File: config.mk
export PLATFORM = sky130hd
export DESIGN_NAME = dll_tx_arb
export DESIGN_NICKNAME = d
export VERILOG_FILES = /design/src/rtl/dll_pkg.sv /design/src/rtl/dll_tx_arb_prio.sv /design/src/rtl/dll_tx_arb.sv
export SDC_FILE = /design/constraint.sdc
export NUM_CORES = 1
export LEC_CHECK = 0
export CORE_AREA = 2 2 402 404
export DETAILED_ROUTE_END_ITERATION = 16
export DIE_AREA = 0 0 404 406
export PLACE_DENSITY = 0.39
export SLEW_MARGIN = 20
export SYNTH_ARGS = -nofsm -noshare
export SYNTH_HDL_FRONTEND = slang
export SYNTH_SLANG_ARGS = --single-unit
File: constraint.sdc
create_clock -name sclk -period 3.7 [get_ports sclk]
set_input_delay 1.11 -clock sclk [delete_from_list [all_inputs] [get_ports sclk]]
set_output_delay 1.11 -clock sclk [all_outputs]
set_load 0.005 [all_outputs]
File: src/rtl/dll_pkg.sv
// Shared data link layer definitions.
// Holds the DLCMSM link-state encoding, the TX arbiter FSM states and the
// requester index constants used for grant vectors.
package dll_pkg;

    typedef enum logic [1:0] {
        DL_INACTIVE = 2'b00,
        DL_INIT     = 2'b01,
        DL_ACTIVE   = 2'b10
    } dlcmsm_e;

    typedef enum logic [1:0] {
        ARB_IDLE = 2'b00,
        ARB_RPL  = 2'b01,
        ARB_TLP  = 2'b10
    } arb_state_e;

    localparam int unsigned REQ_RPL  = 0;
    localparam int unsigned REQ_DLLP = 1;
    localparam int unsigned REQ_TLP  = 2;
    localparam int unsigned NUM_REQ  = 3;

endpackage

File: src/rtl/dll_tx_arb_prio.sv
// IDLE-state priority and DLCMSM gating selector for the DLL TX arbiter.
// Ports:
//   i_dlcmsm      link state (2'b11 is treated as INACTIVE)
//   i_rpl_valid   replay TLP request
//   i_dllp_valid  DLLP request
//   i_tlp_valid   new TLP request
//   i_fair_force  DLLP burst limit reached: new TLP beats DLLP
//   o_grant       one-hot grant vector indexed by REQ_* (all zero if none)
module dll_tx_arb_prio
    import dll_pkg::*;
(
    input  logic [1:0]         i_dlcmsm,
    input  logic               i_rpl_valid,
    input  logic               i_dllp_valid,
    input  logic               i_tlp_valid,
    input  logic               i_fair_force,
    output logic [NUM_REQ-1:0] o_grant
);

    logic w_active;
    logic w_dllp_ok;

    assign w_active  = (i_dlcmsm == DL_ACTIVE);
    assign w_dllp_ok = w_active || (i_dlcmsm == DL_INIT);

    always_comb begin
        o_grant = '0;
        if (w_active && i_rpl_valid) begin
            o_grant[REQ_RPL] = 1'b1;
        end else if (w_active && i_tlp_valid && i_fair_force) begin
            o_grant[REQ_TLP] = 1'b1;
        end else if (w_dllp_ok && i_dllp_valid) begin
            o_grant[REQ_DLLP] = 1'b1;
        end else if (w_active && i_tlp_valid) begin
            o_grant[REQ_TLP] = 1'b1;
        end
    end

endmodule

File: src/rtl/dll_tx_arb.sv
// Data link layer transmit arbiter: shares the PIPE TX datapath between replay
// TLPs, DLLPs and new TLPs. Packets are atomic; one registered beat per cycle.
// Optional feature macro DLL_TX_ARB_FAIR_EN: DLLP-burst fairness counter that
// lets a waiting new TLP through after DLLP_BURST_MAX consecutive DLLPs.
// Ports:
//   sclk, srst_n            clock, async active-low reset
//   dlcmsm_i                link state (00 INACTIVE, 01 INIT, 10 ACTIVE)
//   rpl_valid/last/data_i   replay TLP stream, rpl_ready_o
//   tlp_valid/last/data_i   new TLP stream, tlp_ready_o
//   dllp_valid/data_i       single-beat DLLP, dllp_ready_o
//   pipe_txdata_o/txvalid_o registered PIPE TX beat
//   busy_o                  a multi-beat TLP is mid-stream
module dll_tx_arb
    import dll_pkg::*;
#(
    parameter int unsigned PIPE_DATA_WIDTH = 256,
    parameter int unsigned FAIR_CNT_W      = 4,
    parameter int unsigned DLLP_BURST_MAX  = 8
) (
    input  logic                       sclk,
    input  logic                       srst_n,
    input  logic [1:0]                 dlcmsm_i,
    input  logic                       rpl_valid_i,
    input  logic                       rpl_last_i,
    input  logic [PIPE_DATA_WIDTH-1:0] rpl_data_i,
    output logic                       rpl_ready_o,
    input  logic                       tlp_valid_i,
    input  logic                       tlp_last_i,
    input  logic [PIPE_DATA_WIDTH-1:0] tlp_data_i,
    output logic                       tlp_ready_o,
    input  logic                       dllp_valid_i,
    input  logic [PIPE_DATA_WIDTH-1:0] dllp_data_i,
    output logic                       dllp_ready_o,
    output logic [PIPE_DATA_WIDTH-1:0] pipe_txdata_o,
    output logic                       pipe_txvalid_o,
    output logic                       busy_o
);

    arb_state_e                 r_state;
    arb_state_e                 w_state_next;
    logic [NUM_REQ-1:0]         w_grant;
    logic                       w_fair_force;
    logic                       w_rpl_acc;
    logic                       w_dllp_acc;
    logic                       w_tlp_acc;
    logic [PIPE_DATA_WIDTH-1:0] r_txdata;
    logic                       r_txvalid;

    dll_tx_arb_prio u_prio (
        .i_dlcmsm     (dlcmsm_i),
        .i_rpl_valid  (rpl_valid_i),
        .i_dllp_valid (dllp_valid_i),
        .i_tlp_valid  (tlp_valid_i),
        .i_fair_force (w_fair_force),
        .o_grant      (w_grant)
    );

    // Mid-packet the owning stream keeps ready regardless of link state, so a
    // DLCMSM change never truncates a TLP. Reset forces all ready low at once.
    always_comb begin
        rpl_ready_o  = 1'b0;
        dllp_ready_o = 1'b0;
        tlp_ready_o  = 1'b0;
        case (r_state)
            ARB_IDLE: begin
                rpl_ready_o  = w_grant[REQ_RPL];
                dllp_ready_o = w_grant[REQ_DLLP];
                tlp_ready_o  = w_grant[REQ_TLP];
            end
            ARB_RPL: rpl_ready_o = 1'b1;
            ARB_TLP: tlp_ready_o = 1'b1;
            default: ;
        endcase
        if (!srst_n) begin
            rpl_ready_o  = 1'b0;
            dllp_ready_o = 1'b0;
            tlp_ready_o  = 1'b0;
        end
    end

    assign w_rpl_acc  = rpl_valid_i && rpl_ready_o;
    assign w_dllp_acc = dllp_valid_i && dllp_ready_o;
    assign w_tlp_acc  = tlp_valid_i && tlp_ready_o;

    always_comb begin
        w_state_next = r_state;
        case (r_state)
            ARB_IDLE: begin
                // Single-beat packets complete in IDLE without a state change.
                if (w_rpl_acc && !rpl_last_i) begin
                    w_state_next = ARB_RPL;
                end else if (w_tlp_acc && !tlp_last_i) begin
                    w_state_next = ARB_TLP;
                end
            end
            ARB_RPL: if (w_rpl_acc && rpl_last_i) w_state_next = ARB_IDLE;
            ARB_TLP: if (w_tlp_acc && tlp_last_i) w_state_next = ARB_IDLE;
            default: w_state_next = ARB_IDLE;
        endcase
    end

    always_ff @(posedge sclk or negedge srst_n) begin
        if (!srst_n) begin
            r_state   <= ARB_IDLE;
            r_txvalid <= 1'b0;
            r_txdata  <= '0;
        end else begin
            r_state   <= w_state_next;
            r_txvalid <= w_rpl_acc || w_dllp_acc || w_tlp_acc;
            if (w_rpl_acc) begin
                r_txdata <= rpl_data_i;
            end else if (w_dllp_acc) begin
                r_txdata <= dllp_data_i;
            end else if (w_tlp_acc) begin
                r_txdata <= tlp_data_i;
            end
        end
    end

`ifdef DLL_TX_ARB_FAIR_EN
    localparam logic [FAIR_CNT_W-1:0] BurstMax = FAIR_CNT_W'(DLLP_BURST_MAX);

    logic [FAIR_CNT_W-1:0] r_fair_cnt;

    // Counts DLLPs granted while a new TLP waits; a pending replay neither
    // counts nor clears since replay wins anyway.
    always_ff @(posedge sclk or negedge srst_n) begin
        if (!srst_n) begin
            r_fair_cnt <= '0;
        end else if (!tlp_valid_i || w_tlp_acc) begin
            r_fair_cnt <= '0;
        end else if (w_dllp_acc && !rpl_valid_i && (r_fair_cnt < BurstMax)) begin
            r_fair_cnt <= r_fair_cnt + 1'b1;
        end
    end

    assign w_fair_force = (r_fair_cnt >= BurstMax);
`else
    logic w_unused_fair_params;

    assign w_unused_fair_params = (FAIR_CNT_W == 0) || (DLLP_BURST_MAX == 0);
    assign w_fair_force         = 1'b0;
`endif

    assign pipe_txdata_o  = r_txdata;
    assign pipe_txvalid_o = r_txvalid;
    assign busy_o         = (r_state != ARB_IDLE);

endmodule

# [Word level (Yosys, flattened, before mapping)]
# Index checks and enable logic that the tools add are counted.
[word_totals] register_bits=259 wordCells=48
[classes] n_eq_ne=7 muxes=19 reduce_logical=19
[op_table] cell="256-bit 2-to-1 mux" n=3
[op_table] cell="1-bit logical AND" n=10
[op_table] cell="2-bit 2-to-1 mux" n=5
[op_table] cell="1-bit 2-to-1 mux" n=8
[op_table] cell="2-bit one-hot mux with 3 select lines" n=1
[op_table] cell="2-bit by 1-bit equality test with 1-bit output (second input constant)" n=2
[op_table] cell="2-bit equality test (second input constant)" n=2
[op_table] cell="2-bit != test (second input constant)" n=2
[op_table] cell="1-bit one-hot mux with 2 select lines" n=2
[op_table] cell="1-bit logical OR" n=3
[op_table] cell="3-bit != test (second input constant)" n=1
[op_table] cell="3-bit AND reduction" n=1
[op_table] cell="3-bit nonzero test" n=1
[op_table] cell="1-bit zero test" n=2
[op_table] cell="2-bit zero test" n=1
[op_table] cell="2-bit nonzero test" n=1

# [Depth between registers and ports, before layout]
# Gate-level depths: netlist of run 1.
[logic_depth] word_depth=12 depth_mapped=10 mapped_depth_nobuf=7

# [Cells and area by module]
# A second synthesis of run 1 with hierarchy kept.
[hier_totals] cells_unflattened=1509 area_unflattened_um2=14540.2
[modules_own_cells] mod="dll_tx_arb" n_inst=1 cells_each=1502 area_each_um2=14487.6
[modules_own_cells] mod="dll_tx_arb_prio" n_inst=1 cells_each=7 area_each_um2=52.6

# [Worst setup path after synthesis of run 1]
# Ideal clock, no wire load.
[synth_path] kind="in2out" start="input port dlcmsm_i[0]" end="output port dllp_ready_o" arrival_ns=2.277 required_ns=2.590 setup_slack_ns=0.313 stages=7 path_cell_list="inv_1 -> ha_1 -> nand4bb_1 -> or2_1 -> buf_4 -> inv_2 -> clkbuf_1"
[synth_via] elab_chain_len=7 word_cells_on_any_way=9 cone_classes="2 x eq/ne; 4 x mux; 3 x reduce/logical"
[synth_lines] element="start: declaration" line_no="dll_tx_arb.sv:22" text="input logic [1:0] dlcmsm_i,"
[synth_lines] element="2-bit equality test or 2-bit by 1-bit equality test with 1-bit output (tied branches)" line_no="dll_tx_arb_prio.sv:23, dll_tx_arb_prio.sv:24"
[synth_lines] element="1-bit logical OR" line_no="dll_tx_arb_prio.sv:24" text="assign w_dllp_ok = w_active || (i_dlcmsm == DL_INIT);"
[synth_lines] element="1-bit logical AND" line_no="dll_tx_arb_prio.sv:32" text="end else if (w_dllp_ok && i_dllp_valid) begin"
[synth_lines] element="1-bit 2-to-1 mux" line_no="dll_tx_arb_prio.sv:32"
[synth_lines] element="2-bit 2-to-1 mux (*)" line_no="dll_tx_arb_prio.sv:28" text="if (w_active && i_rpl_valid) begin"
[synth_lines] element="1-bit 2-to-1 mux (*)" line_no="dll_tx_arb.sv:64" text="case (r_state)"
[synth_lines] element="1-bit 2-to-1 mux (*)" line_no="dll_tx_arb.sv:74" text="if (!srst_n) begin"
[synth_lines] element="end: declaration" line_no="dll_tx_arb.sv:33" text="output logic dllp_ready_o,"
# Every way passes the cells marked *; elsewhere a longest branch is shown, timed or not.

# [Final worst setup path of run 1]
# Same ends and word-level chain as after synthesis.

==> out/results.ini, run 1 <==
[status]
status=finished clean

[cts]
clock_latency_ps=610
cts_tree=yes
hold_buffers=0
clkSinkCount=259
path_clk_slew_ps=50
cts-buffers-inserted=40
clock_path_buffers=3
htreeDepth=2
clockRootBuffer=clkbuf_16

[placement]
gp_congestion=0.8443
portBuffers=1037
dp_slack_ps=-642.0
dp_cells=4525
dpl.hpwl_um=104000

[layout]
layout-drive-gt1-share_pct=6.773
fin_cells=4619
final_cell_mix=clkdlybuf4s50_1 (1031), dfrtp_1 (259)
layout_commonest_cell=clkdlybuf4s50_1
fin_nets=3259
area_growth_pct=90.85
n_fill_cell=17707

[power]
ir_worst_vdd_mv=0.3848
p_leak_nw=11.22
power.density_nw_per_um2=549.3

[logic_synthesis]
synth_edf_count=0
netlist_area_sq_um=16020
seq_area_frac_synth_pct=40.46
yosysUniqueCellTypes=30
syn_nets=2317
synthFlopType=dfrtp_1
postSynthCellCount=1539
synth.avg_cell_area_sq_um=10.41
async_reset_ff_share_pct=100.0
yosys_register_bits=259
yosys_warnings=0

[hold_path]
hold_class=in2async

[floorplan]
pin_count=1038
initial_utilization_pct=10.03
chipWidth_um=404
fp.dieArea_sq_um=164000
core-area_sq_um=159600
die_h_um=406
core.rowCount=147

[critical_path]
path_max_fanout=2
arrival_ps=2450
timing.rr.end=pipe_txdata_o[66]
endpoint_kind=output pin
path_class=in2out
r2r-start=r_state[1]
reg2reg_slack_ps=930
worstRegToRegCells=6
cp.required_ps=2590
cp-start-kind=input pin

[timing]
tightest_slew_ps=1113
setup_viol=0
skew_ps=31.33
finalMaxSlewViolations=0
worst_slack_ps=137.0
fin_crit_sh_pct=96.30
rsz0062_at_grt=no
period_needed_ps=3563
fin_tns_setup_ps=0
fmax_ghz=0.2807
max_slew_margin_pct=25.77
hold_viol=0

[routing]
viasPerCell=4.119
drc=0
wl_per_cell_um=29.03
vias=19027
ant_nets=0
firstDrtPassIters=5
drt-total-wl_um=134100
drtIter0Drc=1437

[grt]
grt-ovfl-total=0
grt_pass1_wl_um=177400
grt_max_degree=129
grt_use_total_pct=15.47
grt_pass1_vias=19683
grt_antenna_before_repair=65

[flow_run]
maxCapViolations=0

## cells by family after synthesis
logic type | synth area share [%]
DFF | 40.46
and+or+nand+nor | 10.53
buffers and inverters | 6.482
adders and majority gates | 0.07809
AOI/OAI and AO/OA | 42.46
## Yosys cell counts (2+ instances only)
| master | number | area share, % |
|---|---|---|
| a21oi_1 | 2 | 0.062 |
| nor2_1 | 2 | 0.047 |
| a21o_1 | 2 | 0.094 |
| a32o_1 | 256 | 16 |
| a211o_1 | 256 | 14 |
| nand2_1 | 4 | 0.094 |
| buf_4 | 2 | 0.094 |
| or3_1 | 256 | 10 |
| clkbuf_1 | 135 | 3.2 |
| inv_1 | 2 | 0.047 |
| buf_2 | 83 | 2.6 |
| dfrtp_1 | 259 | 40 |
| buf_6 | 8 | 0.56 |
| o21a_1 | 256 | 12 |
## flip-flops by register name (all words and copies together), names as in the netlist
register,flops
r_state,2
pipe_txdata_o,256
pipe_txvalid_o,1
## how the worst max path moves through the flow
stage | cells past startpoint | to | slack, ps | from
floorplan | 7 | dllp_ready_o | 310 | dlcmsm_i[0]
global placement | 8 | tlp_ready_o | -680 | dlcmsm_i[0]
detailed placement | 8 | tlp_ready_o | -640 | dlcmsm_i[0]
CTS | 7 | dllp_ready_o | 140 | dlcmsm_i[0]
global route | 5 | dllp_ready_o | 110 | dllp_valid_i
finish | 7 | dllp_ready_o | 140 | dlcmsm_i[0]
## cell type report
class	instances	area (sq um)	share of cell area, %
clock buffer	63	1219	3.986
multi-input combinational	1049	8586	28.08
antenna	23	57.56	0.1882
tap	2086	2610	8.536
timing repair buffer	1128	11450	37.44
sequential	259	6481	21.20
inverter	3	21.27	0.06957
clock inverter	8	153.9	0.5033
## routing by layer
layer | wire length (um) | GRT usage, % | up-vias | part of all wire, %
li1 | - | - | 8191 | -
met1 | 54930 | 19.20 | 9751 | 41
met2 | 65930 | 26.23 | 900 | 49
met3 | 10150 | 4.114 | 167 | 7.6
met4 | 2954 | 4.235 | 18 | 2.2
met5 | 131 | 0 | - | 0.098
## stage by stage
stage | total power [mW] | hold WS [ps] | area [sq um] | util (%)
after CTS | 17.06 | 292.3 | 30520 | 19.12
after detailed placement | 12.76 | 592.5 | 29120 | 18.24
after floorplan | 7.759 | 488.6 | 16020 | -
after global placement | 12.75 | 583.8 | 29120 | 18.24
final | 16.80 | 354.6 | 30580 | 19.15
after global routing | 17.70 | 305.3 | 30550 | 19.14
## report_power, final
part | internal, mW | switching [mW] | total, mW | leakage, nW
clock network | 2.47 | 1.66 | 4.13 | 0.666
registers | 4.03 | 0.804 | 4.84 | 3.11
logic | 4.84 | 2.99 | 7.83 | 7.44
total | 11.3 | 5.45 | 16.8 | 11.2
## repair_timing
action	CTS	global route
setup buffers	0	0
resized for setup	18	0
endpoints found under the setup margin	3	0
## worst max-delay path, stage by stage
cell	delay [ps]
clkdlybuf4s15_2	200
inv_4	110
ha_4	220
nand4bb_1	200
or2_4	320
inv_8	60
dlygate4sd2_1	230
Note: power is estimated with default switching activity, not from simulation.
==> run 2: changes to the inputs <==
--- a/config.mk
+++ b/config.mk
@@ -5,10 +5,12 @@
 export SDC_FILE = /design/constraint.sdc
 export NUM_CORES = 1
 export LEC_CHECK = 0
-export CORE_AREA = 2 2 402 404
+export CELL_PAD_IN_SITES_DETAIL_PLACEMENT = 0
+export CELL_PAD_IN_SITES_GLOBAL_PLACEMENT = 1
+export CORE_AREA = 2 2 406 408
 export DETAILED_ROUTE_END_ITERATION = 16
-export DIE_AREA = 0 0 404 406
-export PLACE_DENSITY = 0.39
+export DIE_AREA = 0 0 408 410
+export PLACE_DENSITY = 0.47
 export SLEW_MARGIN = 20
 export SYNTH_ARGS = -nofsm -noshare
 export SYNTH_HDL_FRONTEND = slang
==> constraint.sdc (replaced) <==
create_clock -name sclk -period 3.2 [get_ports sclk]
set_input_delay 0.96 -clock sclk [delete_from_list [all_inputs] [get_ports sclk]]
set_output_delay 0.96 -clock sclk [all_outputs]
set_load 0.005 [all_outputs]
==> out/results.ini, run 2 (synthesized netlist as in run 1, its figures left out) <==
[status]
status=finished clean

[critical_path]
cp.required_ps=2240  ; -350 ps
endpoint_kind=output pin
path_max_fanout=2  ; unchanged
arrival_ps=2200  ; -250 ps
path_class=in2out
cp-start-kind=input pin

[timing]
skew_ps=19.44  ; -11.89 ps
fin_crit_sh_pct=98.82
max_slew_margin_pct=28.53  ; +2.8 points
worst_slack_ps=37.78  ; -99.25 ps
rsz0062_at_grt=no
tightest_slew_ps=1072  ; -41.34 ps
fmax_ghz=0.3162
setup_viol=0  ; unchanged
hold_viol=0  ; unchanged
finalMaxSlewViolations=0  ; unchanged
period_needed_ps=3162

[placement]
dp_slack_ps=-859.8  ; -217.8 ps
dp_cells=4687  ; +3.6%
dpl.hpwl_um=102600  ; -1.3%
portBuffers=1037  ; unchanged
gp_congestion=0.8728  ; +3.4%

[layout]
area_growth_pct=95.28
final_cell_mix=clkdlybuf4s50_1 (1030), dfrtp_1 (259)
fin_cells=4771  ; +3.3%
layout_commonest_cell=clkdlybuf4s50_1
fin_nets=3317  ; +1.8%
layout-drive-gt1-share_pct=8.772  ; +2.0 points
n_fill_cell=18102  ; +2.2%
largest_reg_flops=256  ; unchanged

[cts]
cts-buffers-inserted=39  ; -2.5%
htreeDepth=2  ; unchanged
clock_path_buffers=3  ; unchanged
cts_setup_buffers=0  ; unchanged
cts_tree=yes
path_clk_slew_ps=60  ; about the same
clock_latency_ps=600  ; about the same
clkSinkCount=259  ; unchanged
clockRootBuffer=clkbuf_16

[grt]
grt_antenna_before_repair=57  ; -12%
use_met1_pct=18.86  ; -0.35 points
grt-ovfl-total=0  ; unchanged
use_met3_pct=3.893  ; -0.22 points
grt_pass1_vias=19975  ; +1.5%
grt_use_met2_pct=25.89  ; -0.34 points
grt.busiest_layer=met2
grt_pass1_wl_um=178100  ; +0.41%
grt_use_total_pct=15.11  ; -0.36 points
grt_max_degree=128  ; -0.78%

[floorplan]
fp.dieArea_sq_um=167300  ; +2.0%
core.rowCount=149  ; +1.4%
core-area_sq_um=163500  ; +2.4%
chipWidth_um=408  ; +0.99%
initial_utilization_pct=9.799  ; -0.24 points
pin_count=1038  ; unchanged
die_h_um=410  ; +0.99%

[power]
p_seq_share_pct=28.8  ; about the same
internal-power_mw=13.05  ; +15%
p_leak_nw=11.55  ; +2.9%
ir_worst_vdd_mv=0.3232  ; -16%
power.density_nw_per_um2=616.5  ; +12%
power.share.clock_pct=23.8  ; -0.8 points
sw_frac_of_total_pct=32.32  ; -0.13 points
combPwrFrac_pct=47.4  ; +0.8 points
switchingPower_mw=6.234  ; +14%

[routing]
drc=0  ; unchanged
viasPerCell=3.988  ; -3.2%
firstDrtPassIters=5  ; unchanged
drt-total-wl_um=133100  ; -0.75%
vias=19028  ; +0.0053%
ant_nets=0  ; unchanged
wl_per_cell_um=27.89  ; -3.9%
drtIter0Drc=1525  ; +6.1%

[hold_path]
hold_class=in2async

[flow_run]
maxCapViolations=0  ; unchanged

## run 2: changes by cell type in the layout (fill, tap and decap cells not counted), sizes merged, moves of 2 or more
cell / before / now
clkinv: 4 / 6
buf: 94 / 152
diode: 23 / 17
dlygate4sd2: 2 / 4
clkbuf: 63 / 58
## run 2: through the flow
| stage | setup TNS [ps] | util [%] | power (mW) | hold WS, ps | cell area, sq um |
|---|---|---|---|---|---|
| after global placement | -124150 | 18.32 | 14.77 | 585.9 | 29950 |
| after floorplan | 0 | - | 8.971 | 488.6 | 16020 |
| final | 0 | 19.13 | 19.29 | 428.2 | 31280 |
| after global routing | 0 | 19.13 | 20.32 | 414.2 | 31270 |
| after CTS | 0 | 19.11 | 19.60 | 390.0 | 31240 |
| after detailed placement | -119620 | 18.32 | 14.82 | 592.2 | 29950 |
## run 2: final timing paths
path | start | endpoint | slack, ps | cells after the start
setup / recovery | dlcmsm_i[0] | dllp_ready_o | 40 | 7
hold / removal | srst_n | r_state[1] | 430 | 2
setup reg to reg | r_state[0] | pipe_txdata_o[84] | 800 | 6
hold reg to reg | pipe_txdata_o[65] | pipe_txdata_o[65] | 600 | 2
max in group asynchronous | srst_n | pipe_txdata_o[226] | 1270 | 3
min in group sclk | pipe_txdata_o[65] | pipe_txdata_o[65] | 600 | 2
## run 2: critical path, cell delays in order
cell and delay [ps]:
clkdlybuf4s15_2 200, inv_4 110, ha_4 210, nand4bb_1 210, or2_4 330, inv_8 70
buf_2 110
## run 2: routing by layer
metal | wire [um] | share of wire (%) | vias up
li1 | - | - | 8299
met1 | 56110 | 42 | 9750
met2 | 65850 | 49 | 829
met3 | 9044 | 6.8 | 136
met4 | 1989 | 1.5 | 14
met5 | 96 | 0.072 | -
## run 2: layout make-up
type | instances | area (sq um) | area share [%]
repair buffers | 1187 | 12150 | 38.85
multi-input cells | 1049 | 8568 | 27.39
flip-flops and latches | 259 | 6481 | 20.72
well taps | 2189 | 2739 | 8.755
clock buffers | 58 | 1169 | 3.736
clock inverters | 9 | 110.1 | 0.3520
diodes | 17 | 42.54 | 0.1360
inverters | 3 | 21.27 | 0.06799
## run 2: power groups by stage
| stage | clock, mW | sequential (mW) | combinational, mW |
|---|---|---|---|
| global route | 4.89 | 5.70 | 9.73 |
| detailed placement | 0 | 5.59 | 9.23 |
| finish | 4.60 | 5.55 | 9.15 |
| floorplan | 0 | 5.55 | 3.42 |
| global placement | 0 | 5.54 | 9.23 |
| CTS | 4.79 | 5.54 | 9.27 |
## run 2: repair_timing
| action | in CTS | in global routing |
|---|---|---|
| setup endpoints to repair | 3 | 0 |
| hold buffers | 0 | 0 |
| gates resized for setup | 17 | 0 |
